==> config.mk <==
export PLATFORM = sky130hd
export DESIGN_NAME = i2s_tx
export DESIGN_NICKNAME = d
export VERILOG_FILES = /design/src/rtl/i2s_pkg.sv /design/src/rtl/i2s_clkgen.sv /design/src/rtl/i2s_tx.sv
export SDC_FILE = /design/constraint.sdc
export NUM_CORES = 1
export LEC_CHECK = 0
export ABC_CLOCK_PERIOD_IN_PS = 9800
export BUFFER_PORTS_ARGS = -buffer_cell sky130_fd_sc_hd__buf_4
export CAP_MARGIN = 20
export CORE_ASPECT_RATIO = 1.4
export CORE_UTILIZATION = 35
export CTS_BUF_LIST = sky130_fd_sc_hd__clkbuf_8
export CTS_CLUSTER_DIAMETER = 100
export DETAILED_ROUTE_END_ITERATION = 8
export PLACE_DENSITY_LB_ADDON = 0.05
export REMOVE_ABC_BUFFERS = 1
export SETUP_SLACK_MARGIN = 0.5
export SLEW_MARGIN = 20
export SYNTH_ARGS = -nofsm -noshare
export SYNTH_HDL_FRONTEND = slang
export SYNTH_SLANG_ARGS = --single-unit
==> constraint.sdc <==
create_clock -name clk -period 9.8 [get_ports clk]
set_clock_uncertainty 0.05 [all_clocks]
set_input_delay 0.98 -clock clk [delete_from_list [all_inputs] [get_ports clk]]
set_output_delay 0.98 -clock clk [all_outputs]
set_load 0.005 [all_outputs]
==> src/rtl/i2s_pkg.sv <==
// Shared I2S audio types: sample width, slot width and the stereo pair carried
// between the receiver, the equaliser datapath and the transmitter.
package i2s_pkg;
    localparam int SAMPLE_W = 24;
    localparam int SLOT_W   = 32;

    typedef logic signed [SAMPLE_W-1:0] sample_t;

    typedef struct packed {
        sample_t left;
        sample_t right;
    } stereo_t;
endpackage

==> src/rtl/i2s_clkgen.sv <==
// I2S master clock generator: divides clk into bck, tracks the bit position in
// the 2*SLOT_W-bit frame, drives lrck and strobes each bck falling edge.
module i2s_clkgen #(
    parameter int SLOT_W   = 32,
    parameter int BCK_HALF = 2,
    localparam int BW      = $clog2(2*SLOT_W)
) (
    input  logic          i_clk,
    input  logic          i_rst,
    output logic          o_bck,
    output logic          o_lrck,
    output logic          o_fe,
    output logic [BW-1:0] o_bit_nxt
);
    localparam int DW = (BCK_HALF > 1) ? $clog2(BCK_HALF) : 1;
    localparam logic [DW-1:0] DIV_MAX = DW'(BCK_HALF-1);
    localparam logic [BW-1:0] BIT_MAX = BW'(2*SLOT_W-1);
    localparam logic [BW-1:0] L_SLOT  = BW'(SLOT_W);

    logic [DW-1:0] r_div;
    logic          r_bck;
    logic          r_lrck;
    logic [BW-1:0] r_bit;
    logic          w_fe;
    logic [BW-1:0] w_bit_nxt;

    assign w_fe      = (r_div == DIV_MAX) && r_bck;
    assign w_bit_nxt = (r_bit == BIT_MAX) ? '0 : r_bit + 1'b1;

    // bit_cnt starts at the last position so the first falling edge opens frame 0
    always_ff @(posedge i_clk or posedge i_rst) begin
        if (i_rst) begin
            r_div  <= '0;
            r_bck  <= 1'b0;
            r_lrck <= 1'b0;
            r_bit  <= BIT_MAX;
        end else begin
            if (r_div == DIV_MAX) begin
                r_div <= '0;
                r_bck <= ~r_bck;
            end else begin
                r_div <= r_div + 1'b1;
            end
            if (w_fe) begin
                r_bit  <= w_bit_nxt;
                r_lrck <= (w_bit_nxt >= L_SLOT);
            end
        end
    end

    assign o_bck     = r_bck;
    assign o_lrck    = r_lrck;
    assign o_fe      = w_fe;
    assign o_bit_nxt = w_bit_nxt;
endmodule

==> src/rtl/i2s_tx.sv <==
// I2S transmitter (clock master) for a PCM5102-class DAC: one-entry skid for
// incoming stereo pairs, frame latch at slot 0, MSB-first serialiser.
module i2s_tx #(
    parameter int SAMPLE_W = i2s_pkg::SAMPLE_W,
    parameter int SLOT_W   = i2s_pkg::SLOT_W,
    parameter int BCK_HALF = 2
) (
    input  logic                clk,
    input  logic                realReset,
    input  logic                in_valid,
    output logic                in_ready,
    input  logic [SAMPLE_W-1:0] in_left,
    input  logic [SAMPLE_W-1:0] in_right,
    output logic                bck,
    output logic                lrck,
    output logic                sdo,
    output logic                frame_start,
    output logic                underflow
);
    localparam int BW = $clog2(2*SLOT_W);
    localparam logic [BW-1:0] L_SLOT = BW'(SLOT_W);
    localparam logic [BW-1:0] L_SAMP = BW'(SAMPLE_W);

    logic                w_fe;
    logic [BW-1:0]       w_n;
    logic [BW-1:0]       w_pos;
    logic [SAMPLE_W-1:0] w_word;
    logic [SAMPLE_W-1:0] w_shift;
    logic                w_sdo_nxt;

    logic                r_skid_full;
    logic [SAMPLE_W-1:0] r_skid_l;
    logic [SAMPLE_W-1:0] r_skid_r;
    logic [SAMPLE_W-1:0] r_left;
    logic [SAMPLE_W-1:0] r_right;
    logic                r_sdo;
    logic                r_fs;
    logic                r_uf;

    i2s_clkgen #(
        .SLOT_W   (SLOT_W),
        .BCK_HALF (BCK_HALF)
    ) u_clkgen (
        .i_clk     (clk),
        .i_rst     (realReset),
        .o_bck     (bck),
        .o_lrck    (lrck),
        .o_fe      (w_fe),
        .o_bit_nxt (w_n)
    );

    // Slot position 0 is the I2S one-bit delay; data occupies positions 1..SAMPLE_W
    assign w_pos   = (w_n >= L_SLOT) ? w_n - L_SLOT : w_n;
    assign w_word  = (w_n < L_SLOT) ? r_left : r_right;
    assign w_shift = w_word << (w_pos - 1'b1);

    always_comb begin
        w_sdo_nxt = 1'b0;
        if ((w_pos != '0) && (w_pos <= L_SAMP))
            w_sdo_nxt = w_shift[SAMPLE_W-1];
    end

    always_ff @(posedge clk or posedge realReset) begin
        if (realReset) begin
            r_skid_full <= 1'b0;
            r_skid_l    <= '0;
            r_skid_r    <= '0;
            r_left      <= '0;
            r_right     <= '0;
            r_sdo       <= 1'b0;
            r_fs        <= 1'b0;
            r_uf        <= 1'b0;
        end else begin
            r_fs <= 1'b0;
            r_uf <= 1'b0;
            if (w_fe) begin
                r_sdo <= w_sdo_nxt;
                if (w_n == '0) begin
                    r_fs <= 1'b1;
                    if (r_skid_full) begin
                        r_left      <= r_skid_l;
                        r_right     <= r_skid_r;
                        r_skid_full <= 1'b0;
                    end else begin
                        r_left  <= '0;
                        r_right <= '0;
                        r_uf    <= 1'b1;
                    end
                end
            end
            // Accept only into an empty skid; a pair arriving on the load edge waits a frame
            if (in_valid && !r_skid_full) begin
                r_skid_l    <= in_left;
                r_skid_r    <= in_right;
                r_skid_full <= 1'b1;
            end
        end
    end

    assign in_ready    = !r_skid_full;
    assign sdo         = r_sdo;
    assign frame_start = r_fs;
    assign underflow   = r_uf;
endmodule

==> results of run 1 <==
state kept, by name, summed over array words and instances (netlist names):
register / flops
underflow: 1
frame_start: 1
u_clkgen.o_lrck: 1
r_left: 24
u_clkgen.r_bit: 6
r_skid_full: 1
sdo: 1
u_clkgen.o_bck: 1
r_skid_l: 24
r_right: 24
u_clkgen.r_div: 1
r_skid_r: 24
cells by family after synthesis:
| logic type | share of synthesized area |
|---|---|
| AOI/OAI and AO/OA | 0.0784 |
| xor gates and xnor gates | 0.00877 |
| adders and majority gates | 0.00501 |
| buffers and inverters | 0.0371 |
| DFF | 0.548 |
| muxes | 0.116 |
| and+or+nand+nor | 0.207 |
final timing paths:
kind | startpoint | end | slack [ns] | cells past startpoint
setup / recovery | u_clkgen.r_bit[0]$_DFFE_PP1P_ | r_left[11]$_DFFE_PP0P_ | 6.24 | 10
max in group asynchronous | realReset | r_right[6]$_DFFE_PP0P_ | 7.87 | 3
hold reg to reg | r_right[8]$_DFFE_PP0P_ | r_right[8]$_DFFE_PP0P_ | 0.42 | 2
setup reg to reg | u_clkgen.r_bit[0]$_DFFE_PP1P_ | r_left[11]$_DFFE_PP0P_ | 6.24 | 10
min in group asynchronous | realReset | underflow$_DFF_PP0_ | 0.61 | 2
hold / removal | r_right[8]$_DFFE_PP0P_ | r_right[8]$_DFFE_PP0P_ | 0.42 | 2
Yosys cell counts, types with 4 or more instances:
cell and number:
a21oi_1 14, dfstp_2 6, mux2_2 48, nor4_1 4, a211oi_1 6, xnor2_1 4
o21ai_0 7, nor2_1 11, clkbuf_1 19, nand2_1 121, inv_1 5, nand3_1 52
and3_1 7, dfrtp_1 103, buf_2 6, nand2b_1 4, mux2i_1 4
power breakdown:
part	internal (mW)	switching, mW	total, mW
Clock	0.153	0.160	0.313
Sequential	0.526	0.0441	0.571
Combinational	0.0733	0.0374	0.111
metal layers:
layer	global-route usage	vias to the layer above
li1	-	1752
met1	0.216	1720
met2	0.265	41
met3	0.0316	16
met4	0.0712	0
met5	0	-
area by class of cell:
cell class | count | area [µm²]
inverter | 6 | 25.0
sequential | 109 | 2740
fill | 1448 | 8160
timing repair buffer | 60 | 450
clock inverter | 6 | 93.8
multi-input combinational | 337 | 2080
tap | 185 | 231
clock buffer | 10 | 138
per-stage QoR:
step	setup slack, ns	instance area, µm²	util	hold slack [ns]
6_report	6.24	5750	0.414	0.421
3_5_place_dp	6.18	5520	0.397	0.402
3_3_place_gp	6.30	5520	0.397	0.398
4_1_cts	6.15	5750	0.414	0.427
5_1_grt	5.81	5750	0.414	0.447
2_1_floorplan	5.91	4830	-	0.380
worst min-delay path: cells and delay by family (launching register included):
| kind | cells | cell delay [ns] |
|---|---|---|
| flip-flops | 1 | 0.35 |
| AND/OR/NAND/NOR | 2 | 0.10 |
==> flow_metrics.tcl, run 1 <==
set metrics [dict create \
    cts_resized 0 \
    rows 51 \
    async_flop_share 1.00 \
    clock_path_buffers 2 \
    cts_tree "built" \
    critPathMaxFanout 51 \
    grt.total_usage 0.165 \
    finalCritPeriodShare 0.364 \
    yosysUniqueCellTypes 56 \
    port_buffers 56 \
    initialDrtViolationCount 116 \
    place_inst 697 \
    gp_congestion 0.830 \
    layout_commonest_cell "nand2_1" \
    slew_headroom 0.462 \
    hp-class "reg2reg" \
    netlist_instances 485 \
    critPathKind "reg2reg" \
    stdcell_count 713 \
    arrival_ns 3.84 \
    peakVddDrop_mv 0.0915 \
    yosys-top-cells-area "dfrtp_1, mux2_2, nand2_1" \
    hold_viol_final 0 \
    first_global_vias 3618 \
    max_clock_freq_mhz 281 \
    setup_viol 0 \
    grt_overflow 0 \
    dr.pass1.iters 4 \
    cts_max_level 3 \
    dp_hpwl_mm 7.41 \
    antenna_found_initial 0 \
    cts_sinks 109 \
    fp.dieH_um 143 \
    p_per_area_mw_per_mm2 173 \
    vias 3529 \
    grt_max_degree 63 \
    netlist.area_leader.share 0.516 \
    finalNetCount 576 \
    clkLatencyLatePin_ns 0.39 \
    ys_ff_latch 109 \
    end_kind "flop" \
    slowest_stage "dfstp_2" \
    root_buffer "clkbuf_8" \
    synth.largest_area_cell "dfrtp_1" \
    slew_viol_final 0 \
    cts_hold_buf 0 \
    fin_crit_ns 3.56 \
    worstMarginPinSlew_ns 0.806 \
    top_layer_used "met4" \
    wl_met2_mm 5.45 \
    drive_above_1_share 0.269 \
    vias_per_cell 4.95 \
    die_area_mm2 0.0148 \
    post_drt_wl_per_cell_um 15.3 \
    drc_errors 0 \
    synth.avg_cell_area_um2 10.3 \
    power_mw 0.994 \
    clk_pin_slew_ns 0.10 \
    design.core.area_mm2 0.0139 \
    ant_nets 0 \
    synth_edf_count 0 \
    tns_ns 0 \
    ioPinCount 57 \
    slowest_delay_ns 0.69 \
    area_growth_pct 15.2 \
    drv_cap 0 \
    grt_pass1_wl_mm 18.5 \
    path_buf_inv 2 \
    die_x_um 103 \
    route.layer.met1.wl_mm 4.98 \
    routed_wl_mm 10.9 \
    start_kind "flop" \
    run_status "complete, no violations" \
    wl_met3_um 263 \
    layout_common_cells "nand2_1, dfrtp_1, buf_4" \
    p_leak_nw 2.74 \
    antennaDiodeCount 0 \
    rsz0062_at_grt "no" \
    yosysWarningCount 0 \
    cts_setup_buffers 0 \
    cp.required_ns 10.07 \
    path_cells "ha_1 -> a21oi_1 -> o21ai_2 -> nand2_8 -> nor2_1 -> nand3_2 -> buf_4 -> inv_2 -> nand3_1 -> nand2_1" \
    yosysSeqAreaShare 0.548 \
    syn_area_mm2 0.00499 \
    ys.flop_type "dfrtp_1" \
    crit_family "buffers and inverters" \
    floorplan.initialDensity 0.359 \
    cts_buffers 9 \
]
(Power assumes the default switching activity.)
==> inputs of run 2 (changes only) <==
ABC_AREA = 1   (was not set)
ABC_CLOCK_PERIOD_IN_PS = 3400   (was 9800)
clock period = 3.4 ns   (was 9.8 ns; I/O delays follow)
==> run 2 against run 1 <==
Compared with the run above:
- highest routed layer unchanged
- non-clock buffer count is 1 higher
- combinational power is 37% lower
- worst setup slack worse by 5.4 ns
- sequential share of layout area stayed put
- flip-flop and latch count stayed put
- global-route usage is 0.57 points lower
- total power is 120% higher
- synthesized cell count is 6.8% higher
- largest power group unchanged
==> flow_metrics.tcl, run 2 <==
set metrics [dict create \
    drv_cap 0 \
    routed_wl_mm 10.4 \
    grt_overflow 0 \
    cts_hold_buf 0 \
    reg2reg_to "r_left[15]$_DFFE_PP0P_" \
    yosysUniqueCellTypes 31 \
    synth.avg_cell_area_um2 9.66 \
    post_drt_wl_per_cell_um 13.9 \
    drive_above_1_share 0.273 \
    tns_ns 0 \
    max_clock_freq_mhz 388 \
    r2r_cells 11 \
    cts_setup_buffers 0 \
    setup_viol 0 \
    grt_max_degree 72 \
    placed_cell_area_mm2 0.00554 \
    floorplan.initialDensity 0.360 \
    power.switching_mw 0.480 \
    vias 3436 \
    start_kind "flop" \
    vias_per_cell 4.56 \
    netlist.area_leader.share 0.515 \
    ant_nets 0 \
    fp.dieH_um 144 \
    die_x_um 103 \
    first_global_vias 3623 \
    finalNetCount 616 \
    finalCritPeriodShare 0.758 \
    drc_errors 0 \
    clkLatencyLatePin_ns 0.39 \
    yosysMostFrequentCell "nand2_1" \
    syn_area_mm2 0.00501 \
    grt_pass1_wl_mm 17.7 \
    p_per_area_mw_per_mm2 387 \
    async_flop_share 1.00 \
    initialDrtViolationCount 93 \
    cts_sinks 109 \
    end_kind "flop" \
    die_area_mm2 0.0148 \
    power_mw 2.23 \
    area_growth_pct 14.9 \
    yosysSeqAreaShare 0.546 \
    cts_max_level 3 \
    dp_worst_setup_slack_ns 0.809 \
    critPathKind "reg2reg" \
    hold_viol_final 0 \
    yosys-top-cells-area "dfrtp_1, nand2_1, mux2_2" \
    peakVddDrop_mv 0.202 \
    netlist_instances 518 \
    reg2reg_slack_ns 0.82 \
    slew_viol_final 0 \
    r2r_start "u_clkgen.r_bit[0]$_DFFE_PP1P_" \
    ys.flop_type "dfrtp_1" \
    design.core.area_mm2 0.0139 \
    setup_ws_ns 0.824 \
    finalHoldWorstSlack_ns 0.0784 \
    grt.total_usage 0.159 \
    rows 51 \
    slew_headroom 0.411 \
    port_buffers 56 \
    root_buffer "clkbuf_8" \
    fin_area_mm2 0.00575 \
    rsz0062_at_grt "no" \
    worstMarginPinSlew_ns 0.883 \
    switching_share 0.215 \
    p_comb_frac 0.031 \
    stdcell_count 753 \
    p_leak_nw 2.81 \
    synth_edf_count 0 \
    pwr-share-seq 0.582 \
    critPathMaxFanout 51 \
    ys_ff_latch 109 \
    p_int_mw 1.75 \
    clockPowerShare 0.387 \
    gp_congestion 0.829 \
    synth.largest_area_cell "dfrtp_1" \
    hp-class "in2async" \
    layout_common_cells "nand2_1, dfrtp_1, buf_4" \
    place_inst 737 \
    clk_pin_slew_ns 0.10 \
    finish.utilization 0.414 \
    cts_tree "built" \
    dp_hpwl_mm 7.51 \
    cp.required_ns 3.62 \
    cts_resized 0 \
    dr.pass1.iters 4 \
    fin_crit_ns 2.58 \
    antennaDiodeCount 0 \
    run_status "complete, no violations" \
    ys_top_cells_by_count "nand2_1, dfrtp_1, mux2_2, nand3_1, o21ai_0" \
    cts_buffers 9 \
    antenna_found_initial 0 \
    clock_path_buffers 2 \
    arrival_ns 2.79 \
    yosysWarningCount 0 \
    layout_commonest_cell "nand2_1" \
    ioPinCount 57 \
]
run 2: how the worst max path moves through the flow:
stage                                             start                      to  cells after the start
after floorplan                               realReset   frame_start$_DFF_PP0_                      1
after global placement    u_clkgen.r_bit[0]$_DFFE_PP1P_  r_left[15]$_DFFE_PP0P_                     11
after detailed placement  u_clkgen.r_bit[0]$_DFFE_PP1P_  r_left[15]$_DFFE_PP0P_                     11
after CTS                 u_clkgen.r_bit[0]$_DFFE_PP1P_  r_left[15]$_DFFE_PP0P_                     11
after global routing      u_clkgen.r_bit[0]$_DFFE_PP1P_  r_left[23]$_DFFE_PP0P_                     11
final                     u_clkgen.r_bit[0]$_DFFE_PP1P_  r_left[15]$_DFFE_PP0P_                     11
run 2: worst max-delay path, stage by stage (launching register included):
cell     delay (ns)
dfstp_2        0.58
ha_1           0.19
nand2_2        0.08
nor2_4         0.14
nor2_1         0.08
nand2_4        0.16
nand2_4        0.19
inv_2          0.16
nand3_4        0.24
buf_4          0.35
nand2_1        0.11
o21ai_0        0.08
run 2: final cells by class:
| class | count | area [µm²] |
|---|---|---|
| fill | 1467 | 8160 |
| multi-input combinational | 347 | 1980 |
| clock inverter | 7 | 91.3 |
| tap | 185 | 231 |
| clock buffer | 9 | 124 |
| inverter | 35 | 134 |
| timing repair buffer | 61 | 458 |
| sequential | 109 | 2740 |
run 2: cells by family (layout without fill, tap and decap cells):
kind of cell,count (synthesis),in the layout,synth area share
and+or+nand+nor,225,225,0.199
DFF,109,109,0.546
AOI/OAI and AO/OA,70,70,0.0792
buffers and inverters,62,112,0.0585
muxes,48,48,0.108
adders and majority gates,2,2,0.00500
xor gates and xnor gates,2,2,0.00350
run 2: metal layers:
layer | vias up | track usage | part of all wire
li1 | 1773 | - | -
met5 | - | 0 | 0
met4 | 0 | 0.0815 | 0.026
met2 | 44 | 0.270 | 0.50
met3 | 15 | 0.0277 | 0.022
met1 | 1604 | 0.192 | 0.45
run 2: power groups by stage:
stage / Combinational [mW] / Sequential (mW) / Clock [mW]
after CTS: 0.0738 / 1.30 / 0.902
after global routing: 0.0786 / 1.30 / 0.950
after floorplan: 0.0194 / 1.32 / 0
final: 0.0699 / 1.30 / 0.861
after detailed placement: 0.0737 / 1.32 / 0
after global placement: 0.0717 / 1.32 / 0
